==> src/rtl/layer_pkg.sv <==
// layer_pkg: activation width, result-bus layout and clamp bounds shared by the
// layer's feeder and collector stages.
package layer_pkg;

    localparam int ACT_WIDTH = 8;
    localparam int ACT_MIN   = 0;
    localparam int ACT_MAX   = 255;

    typedef struct packed {
        logic                 last;
        logic [ACT_WIDTH-1:0] data;
    } act_entry_t;

    // The valid flag sits directly above the accumulator on every result bus.
    function automatic int valid_bit(input int result_width);
        return result_width;
    endfunction

endpackage

==> src/rtl/result_requant_collector_if.sv <==
// result_requant_collector_if: activation stream from the collector to the next
// layer's input feeder.
interface result_requant_collector_if;
    import layer_pkg::*;

    logic [ACT_WIDTH-1:0] out_data;
    logic                 out_last;
    logic                 out_valid;
    logic                 out_ready;

    modport master (output out_data, output out_last, output out_valid, input out_ready);
    modport slave  (input out_data, input out_last, input out_valid, output out_ready);

endinterface

==> src/rtl/sync_fifo.sv <==
// sync_fifo: show-ahead single-clock FIFO with exact occupancy count; when empty
// the read port keeps showing the last entry read.
module sync_fifo #(
    parameter int WIDTH = 8,
    parameter int DEPTH = 8
) (
    input  logic                     clk,
    input  logic                     rst,
    input  logic                     wr_en,
    input  logic [WIDTH-1:0]         wr_data,
    input  logic                     rd_en,
    output logic [WIDTH-1:0]         rd_data,
    output logic                     full,
    output logic                     empty,
    output logic [$clog2(DEPTH):0]   count
);
    localparam int AW = $clog2(DEPTH);

    logic [WIDTH-1:0] mem [DEPTH];
    logic [WIDTH-1:0] hold;
    logic [AW-1:0]    wr_ptr, rd_ptr;
    logic             push, pop;

    assign full  = count == (AW+1)'(DEPTH);
    assign empty = count == '0;
    assign pop   = rd_en && !empty;
    // A full FIFO still takes a write when a read frees a slot on the same edge.
    assign push  = wr_en && (!full || pop);
    assign rd_data = empty ? hold : mem[rd_ptr];

    always_ff @(posedge clk or posedge rst) begin
        if (rst) begin
            wr_ptr <= '0;
            rd_ptr <= '0;
            count  <= '0;
            hold   <= '0;
        end else begin
            if (push) wr_ptr <= wr_ptr + 1'b1;
            if (pop) begin
                rd_ptr <= rd_ptr + 1'b1;
                hold   <= mem[rd_ptr];
            end
            count <= count + (AW+1)'(push) - (AW+1)'(pop);
        end
    end

    always_ff @(posedge clk) begin
        if (push) mem[wr_ptr] <= wr_data;
    end

endmodule

==> src/rtl/result_requant_collector.sv <==
// result_requant_collector: requantises systolic-chain accumulators to unsigned
// activations, tags each vector's last neuron and buffers them on a stream.
module result_requant_collector
    import layer_pkg::*;
#(
    parameter int RESULT_WIDTH  = 16,
    parameter int SHIFT         = 4,
    parameter int OUTPUT_OFFSET = 0,
    parameter int FIFO_DEPTH    = 8,
    parameter int NEURON_COUNT  = 4
) (
    input  logic                          clk,
    input  logic                          rst,
    input  logic [RESULT_WIDTH:0]         input_result,
    result_requant_collector_if.master    stream,
    output logic                          overflow,
    output logic [$clog2(FIFO_DEPTH):0]   fill_level
);
    localparam int SW = RESULT_WIDTH + 2;
    localparam int CW = NEURON_COUNT > 1 ? $clog2(NEURON_COUNT) : 1;
    localparam int VB = valid_bit(RESULT_WIDTH);
    localparam logic signed [SW-1:0] RND = SW'((2 ** SHIFT) / 2);

    logic                 in_valid, s1_valid, s1_last, fifo_full, fifo_empty, pop;
    logic signed [SW-1:0] acc_ext, sum_d, s1_sum;
    logic [CW-1:0]        neuron_cnt;
    act_entry_t           push_entry, head;

    assign in_valid = input_result[VB];
    assign acc_ext  = SW'($signed(input_result[RESULT_WIDTH-1:0]));
    // Two guard bits keep round + offset from wrapping before the clamp.
    assign sum_d    = ((acc_ext + RND) >>> SHIFT) + SW'(OUTPUT_OFFSET);

    assign push_entry.last = s1_last;
    assign push_entry.data = s1_sum[SW-1] ? ACT_WIDTH'(ACT_MIN) :
                             |s1_sum[SW-2:ACT_WIDTH] ? ACT_WIDTH'(ACT_MAX) :
                             s1_sum[ACT_WIDTH-1:0];

    assign pop = stream.out_valid && stream.out_ready;

    always_ff @(posedge clk or posedge rst) begin
        if (rst) begin
            s1_valid   <= 1'b0;
            s1_last    <= 1'b0;
            s1_sum     <= '0;
            neuron_cnt <= '0;
            overflow   <= 1'b0;
        end else begin
            s1_valid <= in_valid;
            if (in_valid) begin
                s1_sum     <= sum_d;
                s1_last    <= neuron_cnt == CW'(NEURON_COUNT - 1);
                neuron_cnt <= neuron_cnt == CW'(NEURON_COUNT - 1) ? '0 : neuron_cnt + 1'b1;
            end
            if (s1_valid && fifo_full && !pop) overflow <= 1'b1;
        end
    end

    sync_fifo #(
        .WIDTH ($bits(act_entry_t)),
        .DEPTH (FIFO_DEPTH)
    ) u_fifo (
        .clk     (clk),
        .rst     (rst),
        .wr_en   (s1_valid),
        .wr_data (push_entry),
        .rd_en   (stream.out_ready),
        .rd_data (head),
        .full    (fifo_full),
        .empty   (fifo_empty),
        .count   (fill_level)
    );

    assign stream.out_data  = head.data;
    assign stream.out_last  = head.last;
    assign stream.out_valid = !fifo_empty;

endmodule
==> src/flat_wrapper.sv <==
// flat-port wrapper written by rule: the top's interface ports become plain ports
module result_requant_collector_flat import layer_pkg::*;
#(
    parameter int RESULT_WIDTH  = 16,
    parameter int SHIFT         = 4,
    parameter int OUTPUT_OFFSET = 0,
    parameter int FIFO_DEPTH    = 8,
    parameter int NEURON_COUNT  = 4
)
  (clk, rst, input_result, overflow, fill_level, stream_out_data, stream_out_last, stream_out_valid, stream_out_ready);
  result_requant_collector_if stream_i ();
  input  logic clk;
  input  logic rst;
  input  logic [RESULT_WIDTH:0] input_result;
  output logic overflow;
  output logic [$clog2(FIFO_DEPTH):0] fill_level;
  output wire logic [$bits(stream_i.out_data)-1:0] stream_out_data;
  output wire logic [$bits(stream_i.out_last)-1:0] stream_out_last;
  output wire logic [$bits(stream_i.out_valid)-1:0] stream_out_valid;
  input wire logic [$bits(stream_i.out_ready)-1:0] stream_out_ready;
  assign stream_out_data = stream_i.out_data;
  assign stream_out_last = stream_i.out_last;
  assign stream_out_valid = stream_i.out_valid;
  assign stream_i.out_ready = stream_out_ready;
  result_requant_collector #(.RESULT_WIDTH(RESULT_WIDTH), .SHIFT(SHIFT), .OUTPUT_OFFSET(OUTPUT_OFFSET), .FIFO_DEPTH(FIFO_DEPTH), .NEURON_COUNT(NEURON_COUNT)) u_core (.clk(clk), .rst(rst), .input_result(input_result), .stream(stream_i), .overflow(overflow), .fill_level(fill_level));
endmodule
==> config.mk <==
export PLATFORM = sky130hd
export DESIGN_NAME = result_requant_collector_flat
export DESIGN_NICKNAME = d
export VERILOG_FILES = /design/src/rtl/layer_pkg.sv /design/src/rtl/result_requant_collector_if.sv /design/src/rtl/sync_fifo.sv /design/src/rtl/result_requant_collector.sv /design/src/flat_wrapper.sv
export SDC_FILE = /design/constraint.sdc
export NUM_CORES = 1
export LEC_CHECK = 0
export BUFFER_PORTS_ARGS = -buffer_cell sky130_fd_sc_hd__buf_2
export CAP_MARGIN = 20
export CORE_ASPECT_RATIO = 1.2
export CORE_MARGIN = 3
export CORE_UTILIZATION = 45
export CTS_CLUSTER_DIAMETER = 60
export DETAILED_ROUTE_END_ITERATION = 10
export PLACE_DENSITY_LB_ADDON = 0.1
export SETUP_SLACK_MARGIN = 0.15
export SLEW_MARGIN = 5
export SYNTH_ARGS = -nofsm -noshare
export SYNTH_HDL_FRONTEND = slang
export SYNTH_SLANG_ARGS = --single-unit
==> constraint.sdc <==
create_clock -name clk -period 3 [get_ports clk]
set_input_delay 0.6 -clock clk [delete_from_list [all_inputs] [get_ports clk]]
set_output_delay 0.6 -clock clk [all_outputs]
set_load 0.005 [all_outputs]
Yosys cells after proc, flatten, opt, wreduce, memory -nomap -nowiden
Memory sizes are Yosys's and may differ from the RTL's. Cells that the tools add are included.

$add $sub $neg: 6. Equality and inequality tests: 2. Multiplexer cells: 6. Reduce and logical (&&, ||, !) cells: 10.

Operator list (count): $add A16 B5 Y17 const B (1); $mux W8 (2); $mux W9 (1); $reduce_or A9 Y1 (1); $add A3 B1 Y3 const B (2); $add A4 B1 Y4 (1); $eq A4 B4 Y1 const B (1); $logic_and A1 B1 Y1 (4); $logic_not A4 Y1 (1); $sub A4 B1 Y4 (1); $logic_not A1 Y1 (3); $add A2 B1 Y2 const B (1); $eq A2 B2 Y1 const B (1); $mux W1 (2); $mux W2 (1); $logic_or A1 B1 Y1 (1).

Flip-flop bits (word level): 37. RAM bits: 72. Bits of input ports: 20. Word-level logic and storage cells: 34. Memories kept: 1.

Memory list: u_core.u_fifo.mem (depth 8, width 9, read ports 1, clocked after memory_dff 0, write ports 1, RTL line sync_fifo.sv:19) `logic [WIDTH-1:0] mem [DEPTH];`.

Longest topological paths before layout
Depth in word-level cells: 7. Mapped depth: 10. Mapped depth without buffers: 9.

Cells and area by module
A second synthesis with hierarchy kept.

Cells, all modules: 355. Area, all modules: 4840.9 um2.

By module, submodules not included: sync_fifo (times used 1, cells each 245, area an instance 3856.2 um2); result_requant_collector (times used 1, cells each 110, area an instance 984.7 um2).

Worst setup path before layout
No wires, ideal clock.

Path type: input -> register. From: input stream_out_ready. To: memory u_core.u_fifo.mem[0][0] (netlist bit), enable pin. Setup time: 0.399 ns. Arrival time: 1.901 ns. Data required time: 2.601 ns. Setup slack: 0.700 ns. Stages on the path: 3. Path through: nor2b_1 o21ai_4 nor4_1.

Word-level cells in the longest chain between the ends: 5.

Ends and longest elaborated chain: from (decl) (RTL line flat_wrapper.sv:20) `input wire logic [$bits(stream_i.out_ready)-1:0] stream_out_ready;`; $logic_and A1 B1 Y1 (RTL line sync_fifo.sv:26) `assign pop = rd_en && !empty;`; $logic_or A1 B1 Y1 (RTL line sync_fifo.sv:28) `assign push = wr_en && (!full || pop);`; $logic_and A1 B1 Y1 (RTL line sync_fifo.sv:28); $mux W1 (RTL line sync_fifo.sv:48) `if (push) mem[wr_ptr] <= wr_data;`; $mux W1 (not written as such) (RTL line sync_fifo.sv:48); to (decl) (RTL line sync_fifo.sv:19).

No other way between the ends.

Worst setup path in the final report
From: register u_core.u_fifo.rd_ptr[1]. To: output stream_out_data[0].

Word-level cells in the longest chain between the ends: 2.

Ends and longest elaborated chain: from (decl) (RTL line sync_fifo.sv:21) `logic [AW-1:0] wr_ptr, rd_ptr;`; from (signal assigned) (RTL line sync_fifo.sv:40) `rd_ptr <= rd_ptr + 1'b1;`; $mem_v2 Z8 W9; $mux W9 (RTL line sync_fifo.sv:29) `assign rd_data = empty ? hold : mem[rd_ptr];`; to (decl) (RTL line flat_wrapper.sv:17) `output wire logic [$bits(stream_i.out_data)-1:0] stream_out_data;`.

No other way between the ends.

==> impl_metrics.yaml <==
clock_network:
  clock_sinks: 109
  cts_buffer_depth: 2
  h-tree-depth: 3
  post_cts_resized: 0
  cts_buffers: 9
  post-cts-setup-buffer-count: 0
  clk_pin_slew_ns: 0.07
  clk_latency_ns: 0.34
  cts_tree: "done"
  ctsHoldBuffers: 0
  root_buffer: "clkbuf_16"
floorplanning:
  core_area_um2: 10200
  std_cell_rows: 40
  die-width_um: 99.8
  ios: 35
  chipHeight_um: 119
  start_util: 0.468
  die_area_um2: 11800
timing:
  period_share: 0.822
  tightest_slew_ns: 0.681
  finalMaxSlewViolations: 0
  skew_ns: 0.00636
  rsz0062_at_grt: "no"
  fmax_ghz: 0.405
  final.setup.tns_ns: 0
  final-setup-viol-count: 0
  finalCriticalPeriod_ns: 2.47
  max_slew_margin: 0.545
  hold_violations: 0
  worst_slack_ns: 0.533
layout:
  multi_input_area_um2: 1560
  syn2layout_area_growth_pct: 13.8
  seq_area_um2: 3090
  layout_common_cells: "edfxtp_1 (72), dfrtp_1 (37), buf_2 (31)"
  drive_above_1_share: 0.226
  diodes: 0
  final_common_cell: "edfxtp_1"
  fillers: 881
  fin_nets: 405
routing:
  finalWirelength_um: 8400
  viasPerCell: 5.45
  ant_nets: 0
  route.met2.wl_um: 3890
  wl_met3_um: 262
  routedWlPerCell_um: 16.6
  drc_errors: 0
  top_layer: "met4"
  drt-initial-drc-count: 132
  dr.pass1.iters: 4
  dr_total_vias: 2757
  drt-met1-wl_um: 4110
synthesis:
  ys_seq_area_frac: 0.650
  async_reset_ff_frac: 0.339
  synth_nets: 366
  synth.distinct_cells: 43
  yosysWarnings: 0
  syn-instance-count: 336
  synth_flop_cell: "edfxtp_1"
  synth-edff-count: 72
  synth.avg_cell_area_um2: 14.1
  ys_ff_latch: 109
  syn-cell-area_um2: 4750
flow_run:
  max_cap_viol_count: 0
pwr:
  internal_power_uw: 3400
  pwr-share-clk: 0.243
  p_leak_uw: 0.00201
  ir_drop_uv: 429
  switchingPower_uw: 1540
  power_frac_comb: 0.322
  power_density_nw_per_um2: 913
  pwr-share-seq: 0.435
  swShare: 0.311
global_route:
  grt_use_total: 0.152
  grt_overflow_total: 0
  antenna_found_initial: 0
  grt_pass1_vias: 2668
  grt_max_degree: 39
  grt_pass1_wl_um: 13900
setup_path:
  critPathKind: "flip-flop to output port"
  cp_data_required_time_ns: 2.40
  cp-start-kind: "flip-flop"
  critPathCaptureType: "output port"
  worst-path-max-fanout: 9
  crit_arrival_ns: 1.87
place:
  gp_congestion: 0.761
  detailedPlace.worstSlack_ns: 0.599
  portBuffers: 31
  hpwl_um: 5720
hold_path:
  hp-class: "input pin to asynchronous set/reset pin"
outcome:
  status: "finished clean"
[layer usage]
metal  up-vias  track usage
li1       1376            -
met5         -            0
met4         0       0.0598
met2        39        0.232
met1      1329        0.210
met3        13       0.0325
[synthesized netlist by cell type (4+ instances only)]
library cell | n | area share
nor3_1 | 4 | 0.0042
or3_1 | 5 | 0.0066
a22o_1 | 9 | 0.017
nor2_1 | 16 | 0.013
inv_1 | 8 | 0.0063
dfrtp_1 | 37 | 0.19
xnor2_1 | 6 | 0.011
or4_1 | 5 | 0.0079
o21ai_0 | 14 | 0.015
a31oi_1 | 8 | 0.011
edfxtp_1 | 72 | 0.45
o31ai_1 | 22 | 0.035
mux2i_1 | 20 | 0.042
mux2_2 | 22 | 0.052
a21oi_1 | 4 | 0.0042
clkbuf_1 | 5 | 0.0039
buf_2 | 4 | 0.0042
ha_1 | 9 | 0.024
o21a_1 | 8 | 0.013
o22ai_1 | 9 | 0.012
nand2_1 | 13 | 0.010
nand2b_1 | 5 | 0.0066
[stage by stage]
stage | cells | utilization | area, µm² | power (µW) | hold WS (ns)
detailed placement | 490 | 0.502 | 5100 | 3790 | 0.458
CTS | 506 | 0.532 | 5410 | 5000 | 0.347
global route | 506 | 0.532 | 5410 | 5250 | 0.376
global placement | 490 | 0.502 | 5100 | 3750 | 0.447
floorplan | 336 | - | 4750 | 3270 | 0.457
finish | 506 | 0.532 | 5410 | 4940 | 0.332
[critical path, cell delays in order, from the launching register on]
cell     delay, ns
dfrtp_1       0.43
nor2b_1       0.59
a22o_1        0.29
o31ai_1       0.08
buf_2         0.14
[sequential cells by signal, indices dropped and copies added (netlist names), 2 cells and up]
signal and count:
u_core.s1_sum 13, u_core.u_fifo.rd_ptr 3, u_core.u_fifo.mem 72, u_core.u_fifo.wr_ptr 3
u_core.neuron_cnt 2, u_core.u_fifo.hold 9, u_core.u_fifo.count 4
[worst paths after layout]
| path | cells past startpoint | from | slack (ns) | to |
|---|---|---|---|---|
| max | 4 | u_core.u_fifo.rd_ptr[1] | 0.53 | stream_out_data[0] |
| min | 2 | rst | 0.33 | u_core.s1_sum[8] |
| max reg2reg | 8 | u_core.u_fifo.count[2] | 0.60 | u_core.u_fifo.count[2] |
| min reg2reg | 1 | u_core.overflow | 0.47 | u_core.overflow |
| max in group asynchronous | 3 | rst | 1.95 | u_core.u_fifo.rd_ptr[2] |
| min in group clk | 1 | u_core.overflow | 0.47 | u_core.overflow |
[cell type report]
cell class	instances	area share
Clock buffer	11	0.0467
Clock inverter	5	0.0106
Inverter	9	0.00625
Multi-Input combinational cell	203	0.289
Sequential cell	109	0.571
Tap cell	126	0.0291
Timing Repair Buffer	43	0.0477
[cell families (layout without fill, tap and decap cells)]
family | after synthesis | count (layout) | synth area share
flops | 109 | 109 | 0.650
compound gates | 80 | 80 | 0.117
simple gates | 61 | 61 | 0.0677
mux | 43 | 43 | 0.0966
buf+inv | 24 | 68 | 0.0240
fa+ha+maj | 10 | 10 | 0.0279
xor+xnor | 9 | 9 | 0.0166
[power by group through the flow]
stage	registers, µW	logic [µW]	clock network (µW)
floorplan	2130	1130	0
global placement	2170	1580	0
detailed placement	2180	1610	0
CTS	2150	1610	1240
global route	2190	1780	1280
finish	2150	1590	1200
(Power assumes the default switching activity.)
